### src/rtl/sram_arbiter.sv
// Two-port valid/ready arbiter sharing a single-port SRAM macro; partial writes use read-modify-write.
// Define SRAM_ARB_FIXED_PRIO_EN for fixed priority (port 0 wins ties); the default is round-robin.
module sram_arbiter #(
  parameter int ADDR_W = 10,
  parameter int DATA_W = 32
) (
  input  logic              clk,
  input  logic              reset,
  input  logic              p0_valid,
  input  logic [ADDR_W-1:0] p0_addr,
  input  logic [DATA_W-1:0] p0_wdata,
  input  logic [3:0]        p0_wstrb,
  output logic              p0_ready,
  output logic [DATA_W-1:0] p0_rdata,
  input  logic              p1_valid,
  input  logic [ADDR_W-1:0] p1_addr,
  input  logic [DATA_W-1:0] p1_wdata,
  input  logic [3:0]        p1_wstrb,
  output logic              p1_ready,
  output logic [DATA_W-1:0] p1_rdata,
  output logic              sram_clk,
  output logic              sram_cen,
  output logic              sram_wen,
  output logic              sram_oen,
  output logic [ADDR_W-1:0] sram_a,
  output logic [DATA_W-1:0] sram_d,
  input  logic [DATA_W-1:0] sram_q
);

  localparam logic [1:0] S_IDLE = 2'd0;
  localparam logic [1:0] S_RD   = 2'd1;
  localparam logic [1:0] S_CAP  = 2'd2;
  localparam logic [1:0] S_WR   = 2'd3;

  logic [1:0]        state_q, state_d;
  logic              grant_q, grant_d;
  logic [ADDR_W-1:0] addr_q, addr_d;
  logic [DATA_W-1:0] wdata_q, wdata_d;
  logic [3:0]        wstrb_q, wstrb_d;
  logic [DATA_W-1:0] rdata0_q, rdata1_q;
  logic              pick;
  logic              req_any;
  logic              rd_done;
  logic              done;

  assign req_any = p0_valid | p1_valid;

`ifdef SRAM_ARB_FIXED_PRIO_EN
  assign pick = ~p0_valid;
`else
  logic last_grant_q;

  // On a tie the port that did not win last time goes next.
  assign pick = (p0_valid && p1_valid) ? ~last_grant_q : ~p0_valid;

  always_ff @(posedge clk) begin
    if (reset) begin
      last_grant_q <= 1'b1;
    end else if (state_q == S_IDLE && req_any) begin
      last_grant_q <= pick;
    end
  end
`endif

  always_comb begin
    // NOTE: every always_comb output gets a default first so no path leaves it unassigned (no latch).
    state_d = state_q;
    grant_d = grant_q;
    addr_d  = addr_q;
    wdata_d = wdata_q;
    wstrb_d = wstrb_q;
    case (state_q)
      S_IDLE: begin
        if (req_any) begin
          grant_d = pick;
          addr_d  = pick ? p1_addr  : p0_addr;
          wdata_d = pick ? p1_wdata : p0_wdata;
          wstrb_d = pick ? p1_wstrb : p0_wstrb;
          state_d = ((pick ? p1_wstrb : p0_wstrb) == 4'hF) ? S_WR : S_RD;
        end
      end
      S_RD: state_d = S_CAP;
      S_CAP: begin
        if (wstrb_q == 4'h0) begin
          state_d = S_IDLE;
        end else begin
          for (int i = 0; i < 4; i++) begin
            wdata_d[8*i +: 8] = wstrb_q[i] ? wdata_q[8*i +: 8] : sram_q[8*i +: 8];
          end
          state_d = S_WR;
        end
      end
      default: state_d = S_IDLE;
    endcase
  end

  // NOTE: sequential state uses non-blocking assignments so every register samples pre-edge values.
  always_ff @(posedge clk) begin
    if (reset) begin
      state_q  <= S_IDLE;
      rdata0_q <= '0;
      rdata1_q <= '0;
    end else begin
      state_q <= state_d;
      if (rd_done && !grant_q) rdata0_q <= sram_q;
      if (rd_done &&  grant_q) rdata1_q <= sram_q;
    end
  end

  // NOTE: the request latches need no reset; nothing observes them until IDLE has reloaded them.
  always_ff @(posedge clk) begin
    grant_q <= grant_d;
    addr_q  <= addr_d;
    wdata_q <= wdata_d;
    wstrb_q <= wstrb_d;
  end

  assign rd_done = (state_q == S_CAP) && (wstrb_q == 4'h0);
  assign done    = !reset && ((state_q == S_WR) || rd_done);

  assign p0_ready = done && !grant_q;
  assign p1_ready = done &&  grant_q;
  assign p0_rdata = (p0_ready && rd_done) ? sram_q : rdata0_q;
  assign p1_rdata = (p1_ready && rd_done) ? sram_q : rdata1_q;

  // The macro only sees an enable in RD and WR, and never while reset is held.
  assign sram_clk = clk;
  assign sram_cen = reset || !((state_q == S_RD) || (state_q == S_WR));
  assign sram_wen = (state_q != S_WR);
  assign sram_oen = !((state_q == S_RD) || (state_q == S_CAP));
  assign sram_a   = addr_q;
  assign sram_d   = wdata_q;

endmodule

### config.mk
export PLATFORM = sky130hd
export DESIGN_NAME = sram_arbiter
export DESIGN_NICKNAME = d
export VERILOG_FILES = /design/src/rtl/sram_arbiter.sv
export SDC_FILE = /design/constraint.sdc
export NUM_CORES = 1
export LEC_CHECK = 0
export ABC_AREA = 0
export BUFFER_PORTS_ARGS = -buffer_cell sky130_fd_sc_hd__buf_2
export CAP_MARGIN = 25
export CELL_PAD_IN_SITES_DETAIL_PLACEMENT = 1
export CELL_PAD_IN_SITES_GLOBAL_PLACEMENT = 1
export CORE_MARGIN = 2
export CORE_UTILIZATION = 33
export CTS_BUF_LIST = sky130_fd_sc_hd__clkbuf_4
export DETAILED_ROUTE_END_ITERATION = 10
export PLACE_DENSITY = 0.88
export SLEW_MARGIN = 5
export SYNTH_ARGS = -nofsm -noshare
export SYNTH_HDL_FRONTEND = slang
export SYNTH_SLANG_ARGS = --single-unit
export TNS_END_PERCENT = 20
### constraint.sdc
create_clock -name clk -period 2.1 [get_ports clk]
set_input_delay 0.42 -clock clk [delete_from_list [all_inputs] [get_ports clk]]
set_output_delay 0.42 -clock clk [all_outputs]
set_load 0.03 [all_outputs]
==> results of run 1 <==
==> cells in the mapped netlist (3+ instances only) <==
master | count | area (um2)
mux2_2 | 75 | 845
dfxtp_1 | 67 | 1340
a22o_1 | 64 | 561
edfxtp_1 | 47 | 1410
nand2_1 | 36 | 135
mux2i_1 | 33 | 330
o21ai_0 | 33 | 165
clkbuf_1 | 18 | 67.6
a21oi_1 | 9 | 45.0
buf_2 | 8 | 40.0
inv_1 | 8 | 30.0
nor2_1 | 6 | 22.5
ha_1 | 5 | 62.6
buf_4 | 4 | 30.0
buf_6 | 3 | 33.8
mux2_1 | 3 | 33.8
==> worst min-delay path by stage <==
| stage | startpoint | end | cells past startpoint |
|---|---|---|---|
| 6_report | sram_q[13] | rdata1_q[13]$_SDFFE_PP0P_ | 2 |
| 5_1_grt | sram_q[29] | rdata0_q[29]$_SDFFE_PP0P_ | 2 |
| 4_1_cts | sram_q[13] | rdata1_q[13]$_SDFFE_PP0P_ | 2 |
| 3_5_place_dp | rdata1_q[28]$_SDFFE_PP0P_ | rdata1_q[28]$_SDFFE_PP0P_ | 1 |
| 3_3_place_gp | rdata1_q[25]$_SDFFE_PP0P_ | rdata1_q[25]$_SDFFE_PP0P_ | 1 |
| 2_1_floorplan | rdata1_q[25]$_SDFFE_PP0P_ | rdata1_q[25]$_SDFFE_PP0P_ | 1 |
==> power by group through the flow <==
stage	Clock (W)	Combinational (W)	Sequential (W)
CTS	0.00194	0.00306	0.00314
global placement	0.0000600	0.00286	0.00315
floorplan	0.0000713	0.000910	0.00401
global route	0.00205	0.00333	0.00319
finish	0.00189	0.00312	0.00314
detailed placement	0.0000600	0.00294	0.00318
==> critical path, delay by kind of cell, from the launching register on <==
| kind | cells | cell delay [ns] |
|---|---|---|
| multiplexers | 1 | 0.31 |
| AND/OR/NAND/NOR | 3 | 0.62 |
| buffers and inverters | 4 | 0.59 |
| flip-flops | 1 | 0.45 |
==> registers in the layout (all words and copies together) (netlist names) <==
register      flops
last_grant_q      1
sram_a           10
wstrb_q           4
sram_d           32
state_q           2
grant_q           1
rdata0_q         32
rdata1_q         32
==> through the flow <==
| stage | area, um2 | setup WS (ns) | hold WS [ns] | util [%] | TNS, ns |
|---|---|---|---|---|---|
| after floorplan | 5390 | -0.133 | 0.435 | - | -8.51 |
| after global placement | 7050 | -0.264 | 0.449 | 44.7 | -26.21 |
| after detailed placement | 7050 | -0.308 | 0.457 | 44.7 | -33.94 |
| after CTS | 8130 | -0.984 | 0.0109 | 51.5 | -69.51 |
| after global routing | 8420 | -1.08 | 0.00539 | 53.4 | -77.37 |
| final | 8420 | -0.927 | 0.0574 | 53.4 | -61.01 |
==> area by class of cell <==
type,instances,area share (%)
Sequential cell,114,32.7
Tap cell,216,3.21
Clock inverter,14,1.93
Antenna cell,1,0.0297
Multi-Input combinational cell,280,31.4
Timing Repair Buffer,298,28.4
Clock buffer,22,1.93
Inverter,8,0.357
==> per-layer routing <==
layer,up-vias,global-route usage (%),part of all wire (%)
li1,2232,-,-
met1,2363,23.8,39
met2,186,39.9,53
met3,35,6.31,5.7
met4,0,8.39,2.5
met5,-,0,0
==> logic make-up after synthesis <==
group           Yosys count
flops                   114
compound gates          112
mux                     111
simple gates             52
buf+inv                  41
fa+ha+maj                 5
==> repair_timing <==
action                                  4_1_cts  5_1_grt
buffers inserted                             10        6
gates cloned                                  5        4
gates resized for setup                     157       45
hold buffers                                  0        0
pin swaps                                    41       21
endpoints found under the setup margin      166      154
==> flow_metrics.py, run 1 <==
metrics = {
    "die": {
        "start_util_pct": 33.5,
        "pin_count": 240,
        "dieArea_mm2": 0.0170,
        "die_height_um": 131,
        "die_w_um": 131,
        "coreArea_mm2": 0.0158,
        "rows": 46,
    },
    "sta": {
        "setup_viol": 99,
        "worst_pin_slew_ns": 0.977,
        "maxSlewViolCount": 0,
        "maxSlewHeadroom_pct": 34.7,
        "hold_viol": 0,
        "clock_skew_ns": 0.0185,
        "rsz0062_at_grt": "true",
        "layout_setup_ws_ns": -0.927,
        "period_share_pct": 144,
        "max_freq_mhz": 330,
        "fin_crit_ns": 3.03,
    },
    "flow_run": {
        "maxCapViolCount": 0,
    },
    "worst_setup_path": {
        "reg2reg_slack_ns": -0.11,
        "critical_path.most_common_cell": "buf_6",
        "r2r_start": "state_q[0]$_SDFFE_PP0N_",
        "cp-start-kind": "flip-flop",
        "required_ns": 1.68,
        "critPathLaunch": "wstrb_q[2]$_DFFE_PP_",
        "cp_slowest_cell": "edfxtp_1",
        "crit_path_end_kind": "primary output",
        "rr_worst_depth": 7,
        "critPathMaxStageDelay_ns": 0.45,
        "worstPathCellList": "nor4_4 > nand2_2 > buf_6 > nor2_4 > buf_12 > clkbuf_16 > mux2_4 > buf_6",
        "arrival_ns": 2.61,
        "crit_path_end": "p1_rdata[2]",
        "r2r-end": "rdata1_q[20]$_SDFFE_PP0P_",
        "critPathMaxFanout": 6,
        "path_class": "flip-flop to primary output",
    },
    "pwr": {
        "p_total_w": 0.00815,
        "power_frac_seq_pct": 38.5,
        "comb_power_share_pct": 38.2,
        "p_leak_nw": 3.76,
        "p_sw_w": 0.00323,
        "swShare_pct": 39.7,
        "ir_worst_vdd_v": 0.000461,
        "pwr-share-clk_pct": 23.2,
        "intPower_w": 0.00492,
        "powerDensity_mw_per_mm2": 968,
    },
    "global_route": {
        "grt.total_usage_pct": 21.8,
        "grt_pass1_vias": 5218,
        "grt_first_pass_wirelength_um": 27900,
        "grt_max_degree": 39,
        "grt.overflow.total": 0,
        "grt_antenna_before_repair": 1,
    },
    "synthesis": {
        "synthArstFlopShare_pct": 0,
        "synth_seq_cells": 114,
        "synth_compound_area_share_pct": 15.5,
        "syn-instance-count": 435,
        "synth_top_family_by_area": "multiplexers",
        "ys_warn_count": 0,
        "synth_nets": 568,
        "yosysUniqueCellTypes": 32,
        "syn_area_mm2": 0.00529,
        "syn_area_per_cell_um2": 12.2,
        "synthFlopType": "dfxtp_1",
        "synth_fa_ha_area_share_pct": 1.18,
        "synth_edf_count": 47,
        "synthMuxAreaShare_pct": 22.9,
        "synth_xor_area_share_pct": 0,
        "synthSimpleGateAreaFrac_pct": 4.57,
        "seq_area_frac_synth_pct": 52.1,
    },
    "placement": {
        "finalWeightedCongestion": 0.769,
        "port-buffer-count": 239,
        "placed_cells": 892,
        "place_hpwl_um": 12400,
    },
    "route": {
        "drt_iter0_markers": 161,
        "vias": 4816,
        "firstDrtPassIters": 6,
        "drcViolationCount": 0,
        "postRouteAntennaNets": 0,
        "routed_via_density": 5.05,
        "routedWlPerCell_um": 20.5,
        "wl_um": 19500,
    },
    "finish": {
        "layout_common_cells": "buf_2, buf_6, dfxtp_1",
        "drive_gt1_share_pct": 58.4,
        "areaGrowthSynthToFinish_pct": 59.3,
        "register_area_mm2": 0.00276,
        "n_fill_cell": 1727,
        "multiInputGateArea_mm2": 0.00265,
        "nNetsFinal": 856,
        "final_cells": 953,
        "layout_commonest_cell": "buf_2",
    },
    "status": {
        "violations": "setup timing",
        "status": "finished with violations",
    },
    "clock_tree": {
        "cts_tree": "yes",
        "clk_latency_ns": 0.64,
        "cts.reportedPaths.clkPinSlew_ns": 0.11,
    },
    "worst_hold_path": {
        "holdCritPathClass": "input pin to flip-flop",
    },
}
(Power assumes the default switching activity.)
==> run 2, diff against run 1 <==
--- a/config.mk
+++ b/config.mk
@@ -5,16 +5,16 @@
 export SDC_FILE = /design/constraint.sdc
 export NUM_CORES = 1
 export LEC_CHECK = 0
-export ABC_AREA = 0
+export ABC_AREA = 1
 export BUFFER_PORTS_ARGS = -buffer_cell sky130_fd_sc_hd__buf_2
 export CAP_MARGIN = 25
 export CELL_PAD_IN_SITES_DETAIL_PLACEMENT = 1
 export CELL_PAD_IN_SITES_GLOBAL_PLACEMENT = 1
 export CORE_MARGIN = 2
-export CORE_UTILIZATION = 33
+export CORE_UTILIZATION = 30
 export CTS_BUF_LIST = sky130_fd_sc_hd__clkbuf_4
 export DETAILED_ROUTE_END_ITERATION = 10
-export PLACE_DENSITY = 0.88
+export PLACE_DENSITY = 0.87
 export SLEW_MARGIN = 5
 export SYNTH_ARGS = -nofsm -noshare
 export SYNTH_HDL_FRONTEND = slang
==> run 2 against run 1 <==
- the run still ends with setup timing left
- area after synthesis is 2.5% lower
- cell area is 9.0% lower
- count of clock-buffer cells in the layout is 2 higher
- critical endpoint is now p1_rdata[4]
==> flow_metrics.py, run 2 <==
metrics = {
    "sta": {
        "setup_viol": 66,
        "period_share_pct": 131,
        "layout_setup_ws_ns": -0.660,
        "clock_skew_ns": 0.0226,
        "maxSlewViolCount": 0,
        "hold_viol": 0,
        "maxSlewHeadroom_pct": 71.0,
        "max_freq_mhz": 362,
        "fin_crit_ns": 2.76,
        "rsz0062_at_grt": "true",
        "worst_pin_slew_ns": 0.431,
    },
    "route": {
        "postRouteAntennaNets": 0,
        "drt_iter0_markers": 196,
        "drcViolationCount": 0,
        "routed_via_density": 4.81,
        "routedWlPerCell_um": 17.9,
        "wl_um": 20500,
        "firstDrtPassIters": 4,
        "vias": 5514,
    },
    "global_route": {
        "grt_antenna_before_repair": 1,
        "grt_max_degree": 49,
        "grt_first_pass_wirelength_um": 29700,
        "grt_pass1_vias": 5482,
        "grt.total_usage_pct": 21.7,
        "grt.overflow.total": 0,
    },
    "clock_tree": {
        "cts.reportedPaths.clkPinSlew_ns": 0.10,
        "cts_tree": "yes",
        "clk_latency_ns": 0.64,
    },
    "finish": {
        "areaGrowthSynthToFinish_pct": 48.7,
        "fin_area_mm2": 0.00766,
        "layout_common_cells": "buf_2, nand2_1, o21ai_0",
        "layout_commonest_cell": "buf_2",
        "drive_gt1_share_pct": 37.8,
        "nNetsFinal": 1044,
    },
    "die": {
        "coreArea_mm2": 0.0167,
        "start_util_pct": 30.9,
        "die_w_um": 135,
        "dieArea_mm2": 0.0182,
        "die_height_um": 135,
        "rows": 47,
        "pin_count": 240,
    },
    "synthesis": {
        "synth_seq_cells": 114,
        "synthFlopType": "dfxtp_1",
        "synthMostInstantiatedCell": "nand2_1",
        "ys_top_cells_by_count": "nand2_1, o21ai_0, inv_1",
        "ys_warn_count": 0,
        "syn_area_per_cell_um2": 8.07,
        "synth_top_area_share_pct": 27.4,
        "synth_top_area_cell": "edfxtp_1",
        "yosysUniqueCellTypes": 23,
        "syn_area_mm2": 0.00515,
        "syn-instance-count": 639,
        "synth_edf_count": 47,
        "synthArstFlopShare_pct": 0,
        "synth_nets": 772,
        "seq_area_frac_synth_pct": 53.4,
        "synth.area.top_cells": "edfxtp_1, dfxtp_1, nand2_1",
    },
    "worst_setup_path": {
        "path_class": "flip-flop to primary output",
        "worstPathCellList": "nor2_2 > nand2_2 > nor2_4 > nand2_2 > nor2_8 > buf_12 > nand2_1 > o21ai_0 > buf_4",
        "crit_path_end_kind": "primary output",
        "critPathMaxStageDelay_ns": 0.42,
        "arrival_ns": 2.34,
        "worst-path-buf-inv": 2,
        "required_ns": 1.68,
        "cp-start-kind": "flip-flop",
        "crit_family": "simple AND/OR/NAND/NOR gates",
        "critPathMaxFanout": 24,
        "cp_slowest_cell": "edfxtp_1",
        "critical_path.most_common_cell": "nand2_2",
    },
    "placement": {
        "placed_cell_area_mm2": 0.00666,
        "pre_cts_slack_ns": -0.0314,
        "place_hpwl_um": 14100,
        "port-buffer-count": 239,
        "finalWeightedCongestion": 0.819,
    },
    "status": {
        "violations": "setup timing",
        "status": "finished with violations",
    },
    "pwr": {
        "ir_worst_vdd_v": 0.000476,
        "p_leak_nw": 3.52,
        "p_total_w": 0.00786,
        "powerDensity_mw_per_mm2": 1030,
    },
    "flow_run": {
        "maxCapViolCount": 0,
    },
    "worst_hold_path": {
        "holdCritPathClass": "input pin to flip-flop",
    },
}
-- run 2: changes by cell type after synthesis, sizes merged, moves of 14 or more --
cell and delta:
o21ai +100, nand2 +142, nor2 +38, mux2i -33, inv +73, buf +14, mux2 -78, a22o -64
a31oi +31
-- run 2: timing repair --
item | in CTS | in global routing
hold buffers | 6 | 2
cloned | 3 | 4
buffers inserted | 4 | 4
endpoints found under the setup margin | 68 | 103
endpoints found under the hold margin | 9 | 2
resized for setup | 108 | 48
pin swaps | 3 | 2
-- run 2: power by group --
part | switching [W] | leakage [nW] | internal [W]
Clock | 0.000938 | 0.170 | 0.000807
Combinational | 0.00213 | 2.34 | 0.000865
Sequential | 0.000140 | 1.00 | 0.00299
-- run 2: cell type report --
cell class | count | area, um2
fillers | 2052 | 9040
flip-flops and latches | 114 | 2760
repair buffers | 285 | 2040
multi-input cells | 407 | 1990
inverters | 82 | 308
well taps | 220 | 275
clock buffers | 24 | 178
clock inverters | 12 | 114
diodes | 2 | 5.00
-- run 2: worst reg2reg max path, stage by stage (launching register included) --
cell	delay, ns
dfxtp_1	0.33
inv_1	0.09
ha_2	0.20
inv_2	0.05
buf_4	0.24
a21oi_1	0.23
o21ai_0	0.21
a21oi_1	0.17
buf_4	0.23
-- run 2: final timing paths --
| path | cells after the start | startpoint | slack, ns | end |
|---|---|---|---|---|
| min reg2reg | 2 | rdata1_q[7]$_SDFFE_PP0P_ | 0.48 | rdata1_q[7]$_SDFFE_PP0P_ |
| min | 3 | p0_addr[6] | 0.05 | sram_a[6]$_DFFE_PP_ |
| max reg2reg | 8 | state_q[0]$_SDFFE_PP0N_ | 0.06 | sram_d[0]$_DFFE_PP_ |
| max | 9 | wstrb_q[2]$_DFFE_PP_ | -0.66 | p1_rdata[4] |
-- run 2: stage by stage --
step / setup TNS, ns / utilization [%] / hold WS, ns / instances
global placement: 0 / 39.8 / 0.447 / 1086
floorplan: -8.68 / - / 0.433 / 639
detailed placement: -0.118 / 39.8 / 0.461 / 1086
global route: -51.45 / 45.9 / 0.00425 / 1146
finish: -37.69 / 45.9 / 0.0514 / 1146
CTS: -39.79 / 44.1 / 0.00183 / 1134
-- run 2: kinds of logic after synthesis --
kind of cell	share of synthesized area [%]
and+or+nand+nor	17.5
AOI/OAI and AO/OA	17.7
buffers and inverters	10.2
DFF	53.4
adders and majority gates	1.21
-- run 2: per-layer routing --
metal	up-vias	share of wire (%)	track usage (%)	wire length, um
met5	-	0	0	0
met1	2666	42	26.1	8590
met4	0	2.0	8.91	402
met3	26	5.7	5.41	1180
li1	2633	-	-	-
met2	189	50	37.0	10300
